$ cat src/rtl/serial_subtractor.sv
// Bit-serial subtractor: diff = a - b - bin (mod 2^N), LSB first, one bit per cycle.
// Define SERIAL_SUBTRACTOR_OVF_EN to build the signed-overflow flag; otherwise ovf is tied low.
//
// state | meaning
// IDLE  | waiting for start; operands captured on the accept edge
// SHIFT | one difference bit per cycle, N cycles
// DONE  | publish diff/bout/ovf, pulse done, return to IDLE
module serial_subtractor #(
  parameter int N = 8
) (
  input  logic         clk,
  input  logic         rst_n,
  input  logic         start,
  input  logic [N-1:0] a,
  input  logic [N-1:0] b,
  input  logic         bin,
  output logic         busy,
  output logic         done,
  output logic [N-1:0] diff,
  output logic         bout,
  output logic         ovf
);

  localparam int CW = (N > 1) ? $clog2(N) : 1;

  typedef enum logic [1:0] {IDLE, SHIFT, DONE} state_t;

  state_t         state_q, state_d;
  logic [N-1:0]   a_q, a_d, b_q, b_d;
  logic [N-1:0]   sr_q, sr_d;
  logic [N-1:0]   diff_q, diff_d;
  logic [CW-1:0]  cnt_q, cnt_d;
  logic           br_q, br_d;
  logic           busy_q, busy_d;
  logic           done_q, done_d;
  logic           bout_q, bout_d;
  logic           d_bit, br_next;

`ifdef SERIAL_SUBTRACTOR_OVF_EN
  // Operand sign bits are kept aside because a_q/b_q are consumed by the shift.
  logic a_msb_q, a_msb_d, b_msb_q, b_msb_d;
  logic ovf_q, ovf_d;
`endif

  assign d_bit   = a_q[0] ^ b_q[0] ^ br_q;
  assign br_next = (~a_q[0] & b_q[0]) | (~(a_q[0] ^ b_q[0]) & br_q);

  always_comb begin
    state_d = state_q;
    a_d     = a_q;
    b_d     = b_q;
    sr_d    = sr_q;
    diff_d  = diff_q;
    cnt_d   = cnt_q;
    br_d    = br_q;
    busy_d  = busy_q;
    done_d  = 1'b0;
    bout_d  = bout_q;
`ifdef SERIAL_SUBTRACTOR_OVF_EN
    a_msb_d = a_msb_q;
    b_msb_d = b_msb_q;
    ovf_d   = ovf_q;
`endif
    case (state_q)
      IDLE: begin
        if (start) begin
          a_d     = a;
          b_d     = b;
          br_d    = bin;
          cnt_d   = '0;
          busy_d  = 1'b1;
          state_d = SHIFT;
`ifdef SERIAL_SUBTRACTOR_OVF_EN
          a_msb_d = a[N-1];
          b_msb_d = b[N-1];
`endif
        end
      end
      SHIFT: begin
        sr_d  = {d_bit, sr_q[N-1:1]};
        a_d   = a_q >> 1;
        b_d   = b_q >> 1;
        br_d  = br_next;
        cnt_d = cnt_q + CW'(1);
        if (cnt_q == CW'(N - 1)) begin
          state_d = DONE;
        end
      end
      DONE: begin
        diff_d  = sr_q;
        bout_d  = br_q;
        done_d  = 1'b1;
        busy_d  = 1'b0;
        state_d = IDLE;
`ifdef SERIAL_SUBTRACTOR_OVF_EN
        ovf_d   = (a_msb_q != b_msb_q) && (sr_q[N-1] != a_msb_q);
`endif
      end
      default: begin
        busy_d  = 1'b0;
        state_d = IDLE;
      end
    endcase
  end

  always_ff @(posedge clk or negedge rst_n) begin
    if (!rst_n) begin
      state_q <= IDLE;
      a_q     <= '0;
      b_q     <= '0;
      sr_q    <= '0;
      diff_q  <= '0;
      cnt_q   <= '0;
      br_q    <= 1'b0;
      busy_q  <= 1'b0;
      done_q  <= 1'b0;
      bout_q  <= 1'b0;
`ifdef SERIAL_SUBTRACTOR_OVF_EN
      a_msb_q <= 1'b0;
      b_msb_q <= 1'b0;
      ovf_q   <= 1'b0;
`endif
    end else begin
      state_q <= state_d;
      a_q     <= a_d;
      b_q     <= b_d;
      sr_q    <= sr_d;
      diff_q  <= diff_d;
      cnt_q   <= cnt_d;
      br_q    <= br_d;
      busy_q  <= busy_d;
      done_q  <= done_d;
      bout_q  <= bout_d;
`ifdef SERIAL_SUBTRACTOR_OVF_EN
      a_msb_q <= a_msb_d;
      b_msb_q <= b_msb_d;
      ovf_q   <= ovf_d;
`endif
    end
  end

  assign busy = busy_q;
  assign done = done_q;
  assign diff = diff_q;
  assign bout = bout_q;
`ifdef SERIAL_SUBTRACTOR_OVF_EN
  assign ovf  = ovf_q;
`else
  assign ovf  = 1'b0;
`endif

endmodule
$ cat config.mk
export PLATFORM = sky130hd
export DESIGN_NAME = serial_subtractor
export DESIGN_NICKNAME = d
export VERILOG_FILES = /design/src/rtl/serial_subtractor.sv
export SDC_FILE = /design/constraint.sdc
export NUM_CORES = 1
export LEC_CHECK = 0
export BUFFER_PORTS_ARGS = -buffer_cell sky130_fd_sc_hd__buf_4
export CAP_MARGIN = 20
export CORE_MARGIN = 3
export CORE_UTILIZATION = 59
export CTS_CLUSTER_SIZE = 40
export DETAILED_ROUTE_END_ITERATION = 8
export PLACE_DENSITY = 0.8
export RECOVER_POWER = 100
export SLEW_MARGIN = 15
export SYNTH_ARGS = -nofsm -noshare
export SYNTH_HDL_FRONTEND = slang
export SYNTH_SLANG_ARGS = --single-unit
export TNS_END_PERCENT = 1
$ cat constraint.sdc
create_clock -name clk -period 2.65 [get_ports clk]
set_clock_uncertainty 0.2 [all_clocks]
set_input_delay 0.265 -clock clk [delete_from_list [all_inputs] [get_ports clk]]
set_output_delay 0.265 -clock clk [all_outputs]
set_load 0.005 [all_outputs]
==> results of run 1 <==
## stage by stage
stage          instance area (um^2)  hold WS (ns)
2_1_floorplan                  1867       -0.2306
3_3_place_gp                   2074       0.05622
3_5_place_dp                   2074       0.06730
4_1_cts                        2136       0.04868
5_1_grt                        2133       0.04609
6_report                       2133       0.06145
## state kept, by name, indices dropped and copies added, names as in the netlist
signal and cells:
bout 1, br_q 1, state_q 2, b_q 8
a_q 8, diff 8, busy 1, sr_q 8
done 1, cnt_q 3
## critical path, stage by stage (launching register included)
cell      delay (ns)
dfrtp_1         0.53
buf_4           0.26
o21bai_1        0.66
a221oi_1        0.17
## layer usage
| metal | vias up | global-route usage | share of wire |
|---|---|---|---|
| met3 | 5 | 0.06667 | 0.062 |
| met1 | 589 | 0.2521 | 0.46 |
| li1 | 575 | - | - |
| met4 | 0 | 0.06612 | 0.016 |
| met5 | - | 0 | 0 |
| met2 | 31 | 0.2782 | 0.46 |
## synthesized netlist by cell type
| cell | number |
|---|---|
| buf_2 | 8 |
| and2_1 | 1 |
| dfrtp_1 | 41 |
| mux2_2 | 17 |
| a21oi_1 | 2 |
| a221oi_1 | 2 |
| conb_1 | 1 |
| a211o_1 | 2 |
| fa_1 | 1 |
| mux2i_1 | 1 |
| o21ba_2 | 1 |
| a211oi_1 | 7 |
| or4b_1 | 6 |
| clkbuf_1 | 1 |
| o21bai_1 | 1 |
| inv_1 | 11 |
| nor4bb_1 | 2 |
| nor2b_1 | 1 |
| ha_1 | 2 |
| a22o_1 | 2 |
| buf_6 | 3 |
| o221a_2 | 6 |
| nor3b_1 | 9 |
| nor4b_1 | 9 |
| nand2b_1 | 4 |
| buf_4 | 1 |
## logic make-up (layout without fill, tap and decap cells)
kind of cell | count (synthesis) | count (layout) | share of synthesized area
other | 1 | 1 | 0.002009
DFF | 41 | 41 | 0.5496
AOI/OAI and AO/OA | 23 | 23 | 0.1072
adders and majority gates | 3 | 3 | 0.02413
muxes | 18 | 18 | 0.1079
buffers and inverters | 24 | 52 | 0.06769
and+or+nand+nor | 32 | 32 | 0.1414
## final timing paths
kind,end,slack (ns)
max in group asynchronous,bout,1.29
min reg2reg,diff[5],0.31
min,a_q[6],0.06
max,b_q[1],0.66
min in group asynchronous,sr_q[5],0.38
max reg2reg,b_q[1],0.66
## cells in the final DEF, fill, tap and decap left out, drive strengths merged, types with 4 or more instances in the layout
cell type	instances
dfrtp	41
buf	20
clkbuf	18
mux2	17
inv	11
nor4b	9
nor3b	9
a211oi	7
or4b	6
o221a	6
nand2b	4
## power breakdown
group | internal (W) | leakage [nW] | switching, W
Sequential | 0.000922 | 0.481 | 0.000192
Clock | 0.000101 | 0.0320 | 0.000194
Combinational | 0.000507 | 0.463 | 0.000358
Total | 0.00153 | 0.975 | 0.000744
## layout make-up
type | count | area [um^2] | share of cell area
sequential | 41 | 1026 | 0.4809
clock inverter | 2 | 10.01 | 0.004692
clock buffer | 6 | 41.29 | 0.01935
inverter | 11 | 41.29 | 0.01935
tap | 42 | 52.55 | 0.02463
multi-input combinational | 77 | 714.4 | 0.3349
timing repair buffer | 33 | 247.7 | 0.1161
## timing repair
action                    in CTS  in global routing
hold buffers                   1                  0
setup buffers                  0                  0
hold endpoints to repair      41                  0
==> flow_summary.json, run 1 <==
{
  "drive_gt1_frac": 0.3706,
  "period_share": 0.7503,
  "num_rows": 19,
  "wl_per_cell_um": 15.26,
  "cts-buffers-inserted": 5,
  "arrival_ns": 1.98,
  "drc": 0,
  "dr_total_vias": 1200,
  "ant_nets": 0,
  "critPathLaunch": "state_q[0]",
  "setup-violations-final": 0,
  "outcome": "finished, final reports clean",
  "instances_no_fill": 212,
  "synth_top_area_cell": "dfrtp_1",
  "place.gp.congestion": 0.7647,
  "syn_nets": 165,
  "nNetsFinal": 192,
  "post-route-util": 0.7416,
  "ys_seq_area_frac": 0.5496,
  "ys_warn_count": 0,
  "hold_viol_final": 0,
  "cts_root_buffer": "clkbuf_4",
  "nFillCells": 206,
  "die_h_um": 62.25,
  "p_total_w": 0.002273,
  "worst_r2r_path_depth": 3,
  "core_area_um2": 2877,
  "relSlewSlack": 0.3705,
  "worstMarginPinSlew_ns": 0.9442,
  "antenna_cells": 0,
  "die_w_um": 62.25,
  "start_util": 0.6490,
  "cts_sinks": 41,
  "critPathLaunchType": "flip-flop",
  "synth_cell_types": 26,
  "synth_top_area_frac": 0.5496,
  "path_clk_slew_ns": 0.11,
  "antenna_found_initial": 0,
  "grt_pass1_wl_mm": 5.609,
  "fin_ws_ns": 0.6617,
  "synthTopCellsByArea": "dfrtp_1 55%, mux2_2 10%, nor4b_1 4.2%, nor3b_1 3.6%, o221a_2 3.6%",
  "grt_pass1_vias": 1166,
  "period_needed_ns": 1.988,
  "place_inst": 203,
  "drt_iter0_drc": 53,
  "maxCapViolCount": 0,
  "netlist_instances": 142,
  "grt_max_degree": 42,
  "avgSynthCellArea_um2": 13.15,
  "synth-seq-cells": 41,
  "hold_class": "input pin to flip-flop",
  "min_from": "a[6]",
  "finalSetupTns_ns": 0,
  "worstPathMaxFanout": 19,
  "synth_area_um2": 1867,
  "endpoint_kind": "flip-flop",
  "port_buffers": 30,
  "via_per_inst": 5.660,
  "slew_viol_final": 0,
  "hpwlAfterDp_mm": 2.267,
  "worstSkewPairLatency_ns": 0.35,
  "syn_to_final_growth_pct": 14.28,
  "required_ns": 2.64,
  "die-area_um2": 3875,
  "hold_depth": 3,
  "pin_count": 32,
  "worstReg2RegStart": "state_q[0]",
  "irDropWorstVdd_v": 0.0007171,
  "drt_pass1_iterations": 4,
  "clock.fmax_mhz": 502.9,
  "grt_setup_unrepaired": "false",
  "grt_use_total": 0.1861,
  "powerDensity_nw_per_um2": 1066,
  "htreeDepth": 2,
  "power.leakage_nw": 0.9755,
  "crit_type": "flip-flop to flip-flop",
  "grt-ovfl-total": 0,
  "ctsResizeCount": 0,
  "place_ws_ns": 0.6916,
  "clk_path_buf_depth": 2,
  "wirelength_mm": 3.236,
  "cts_tree": "done"
}
Power figures use the tool's default switching activity.
==> inputs of run 2 (changes only) <==
- CORE_UTILIZATION: 59 -> 49
- PLACE_DENSITY: 0.8 -> 0.71
- clock period: 2.65 -> 1.6 ns (I/O delays scaled with it)
==> flow_summary.json, run 2 (synthesis gave the netlist of run 1 again) <==
{
  "hold_ws_ns": 0.02242,
  "p_int_w": 0.002767,
  "drive_gt1_frac": 0.3807,
  "grt_pass1_wl_mm": 5.582,
  "clk_path_buf_depth": 2,
  "hpwlAfterDp_mm": 2.322,
  "path_clk_slew_ns": 0.07,
  "cp_slowest_cell": "or4b_1",
  "core_area_um2": 3495,
  "required_ns": 1.57,
  "drc": 0,
  "worstSkewPairLatency_ns": 0.28,
  "relSlewSlack": 0.3994,
  "swShare": 0.3134,
  "wl_per_cell_um": 15.32,
  "crit_chain": "buf_4 -> or4b_1 -> o221a_2",
  "crit_buf_inv": 1,
  "htreeDepth": 2,
  "seq_power_share": 0.452,
  "outcome": "finished, final reports clean",
  "clock.fmax_mhz": 645.3,
  "crit_family": "simple AND/OR/NAND/NOR gates",
  "p_total_w": 0.004030,
  "hold_viol_final": 0,
  "period_needed_ns": 1.550,
  "dr_total_vias": 1221,
  "pin_count": 32,
  "powerDensity_nw_per_um2": 1820,
  "port_buffers": 30,
  "maxCapViolCount": 0,
  "period_share": 0.9686,
  "hold_class": "input pin to flip-flop",
  "crit_type": "flip-flop to flip-flop",
  "antenna_cells": 0,
  "worstMarginPinSlew_ns": 0.9009,
  "drt_iter0_drc": 84,
  "comb_power_share": 0.382,
  "irDropWorstVdd_v": 0.0009624,
  "grt-ovfl-total": 0,
  "p_switching_w": 0.001263,
  "place.gp.congestion": 0.7073,
  "endpoint_kind": "flip-flop",
  "grt_use_total": 0.1624,
  "arrival_ns": 1.52,
  "cts_tree": "done",
  "power.leakage_nw": 1.014,
  "slew_viol_final": 0,
  "wirelength_mm": 3.401,
  "stdcell_area_um2": 2215,
  "cts_sinks": 41,
  "grtUsageMet3": 0.04493,
  "die_w_um": 67.73,
  "grt_pass1_vias": 1202,
  "layout_common_cells": "40 x dfrtp_1, 23 x buf_4, 17 x mux2_2",
  "dpl_cell_area_um2": 2125,
  "start_util": 0.5342,
  "die-area_um2": 4587,
  "pwr-share-clk": 0.165,
  "layout_commonest_cell": "dfrtp_1",
  "grt.busiest_layer": "met2",
  "gr-usage-met1": 0.2270,
  "setup-violations-final": 0,
  "drt_pass1_iterations": 4,
  "via_per_inst": 5.500,
  "grt_max_degree": 42,
  "cts_root_buffer": "clkbuf_8",
  "grt_setup_unrepaired": "false",
  "die_h_um": 67.73,
  "num_rows": 21,
  "grt_use_met2": 0.2467,
  "slowest_delay_ns": 0.51,
  "syn_to_final_growth_pct": 18.63,
  "critPathLaunchType": "flip-flop",
  "ant_nets": 0,
  "nNetsFinal": 199,
  "antenna_found_initial": 0,
  "worstPathMaxFanout": 12,
  "cts-buffers-inserted": 5
}
[run 2: changes by cell type in the layout (fill, tap and decap cells not counted), sizes merged]
cell | previous run | this run
clkinv | 2 | 0
clkbuf | 18 | 20
buf | 20 | 26
[run 2: metrics by stage]
step	utilization	worst slack [ns]	instances	setup TNS (ns)
floorplan	-	0.1252	142	0
global placement	0.6079	0.01322	213	0
detailed placement	0.6079	-0.02865	213	-0.08166
CTS	0.6366	0.01784	221	0
global route	0.6337	0.01204	222	0
finish	0.6337	0.05025	222	0
[run 2: worst paths after layout]
| check | from | cells past startpoint | slack, ns | to |
|---|---|---|---|---|
| worst max-delay path | state_q[0] | 3 | 0.05 | b_q[4] |
| worst min-delay path | a[4] | 3 | 0.02 | a_q[4] |
| worst max register to register | state_q[0] | 3 | 0.05 | b_q[4] |
| worst min register to register | diff[3] | 1 | 0.30 | diff[3] |
| max in group asynchronous | rst_n | 2 | 0.24 | state_q[1] |
| min in group asynchronous | rst_n | 2 | 0.34 | a_q[6] |
[run 2: area by class of cell]
type	count	area (um^2)
well taps	46	57.56
clock buffers	7	86.33
flip-flops and latches	41	1027
fillers	296	1280
repair buffers	40	284.0
inverters	11	41.29
multi-input cells	77	718.2
[run 2: per-layer routing]
layer	part of all wire	wire length, um	vias up
met4	0.0038	13	0
met5	0	0	-
met1	0.49	1663	612
li1	-	-	583
met3	0.041	139	2
met2	0.47	1583	24
[run 2: worst reg2reg max path: stages (launching register included)]
cell,delay [ns]
dfrtp_1,0.41
buf_4,0.18
or4b_1,0.51
o221a_2,0.14
[run 2: power by group through the flow]
stage / registers [W] / clock network, W / logic (W)
2_1_floorplan: 0.00177 / 0 / 0.00111
3_5_place_dp: 0.00185 / 0 / 0.00157
6_report: 0.00182 / 0.000667 / 0.00154
3_3_place_gp: 0.00182 / 0 / 0.00149
4_1_cts: 0.00184 / 0.000680 / 0.00158
5_1_grt: 0.00188 / 0.000734 / 0.00171
[run 2: repair_timing]
| action | 4_1_cts | 5_1_grt |
|---|---|---|
| pin swaps | 0 | 0 |
| endpoints found under the hold margin | 41 | 0 |
| buffers inserted | 0 | 1 |
| hold buffers | 1 | 0 |
| resized for setup | 1 | 1 |
| endpoints found under the setup margin | 9 | 16 |
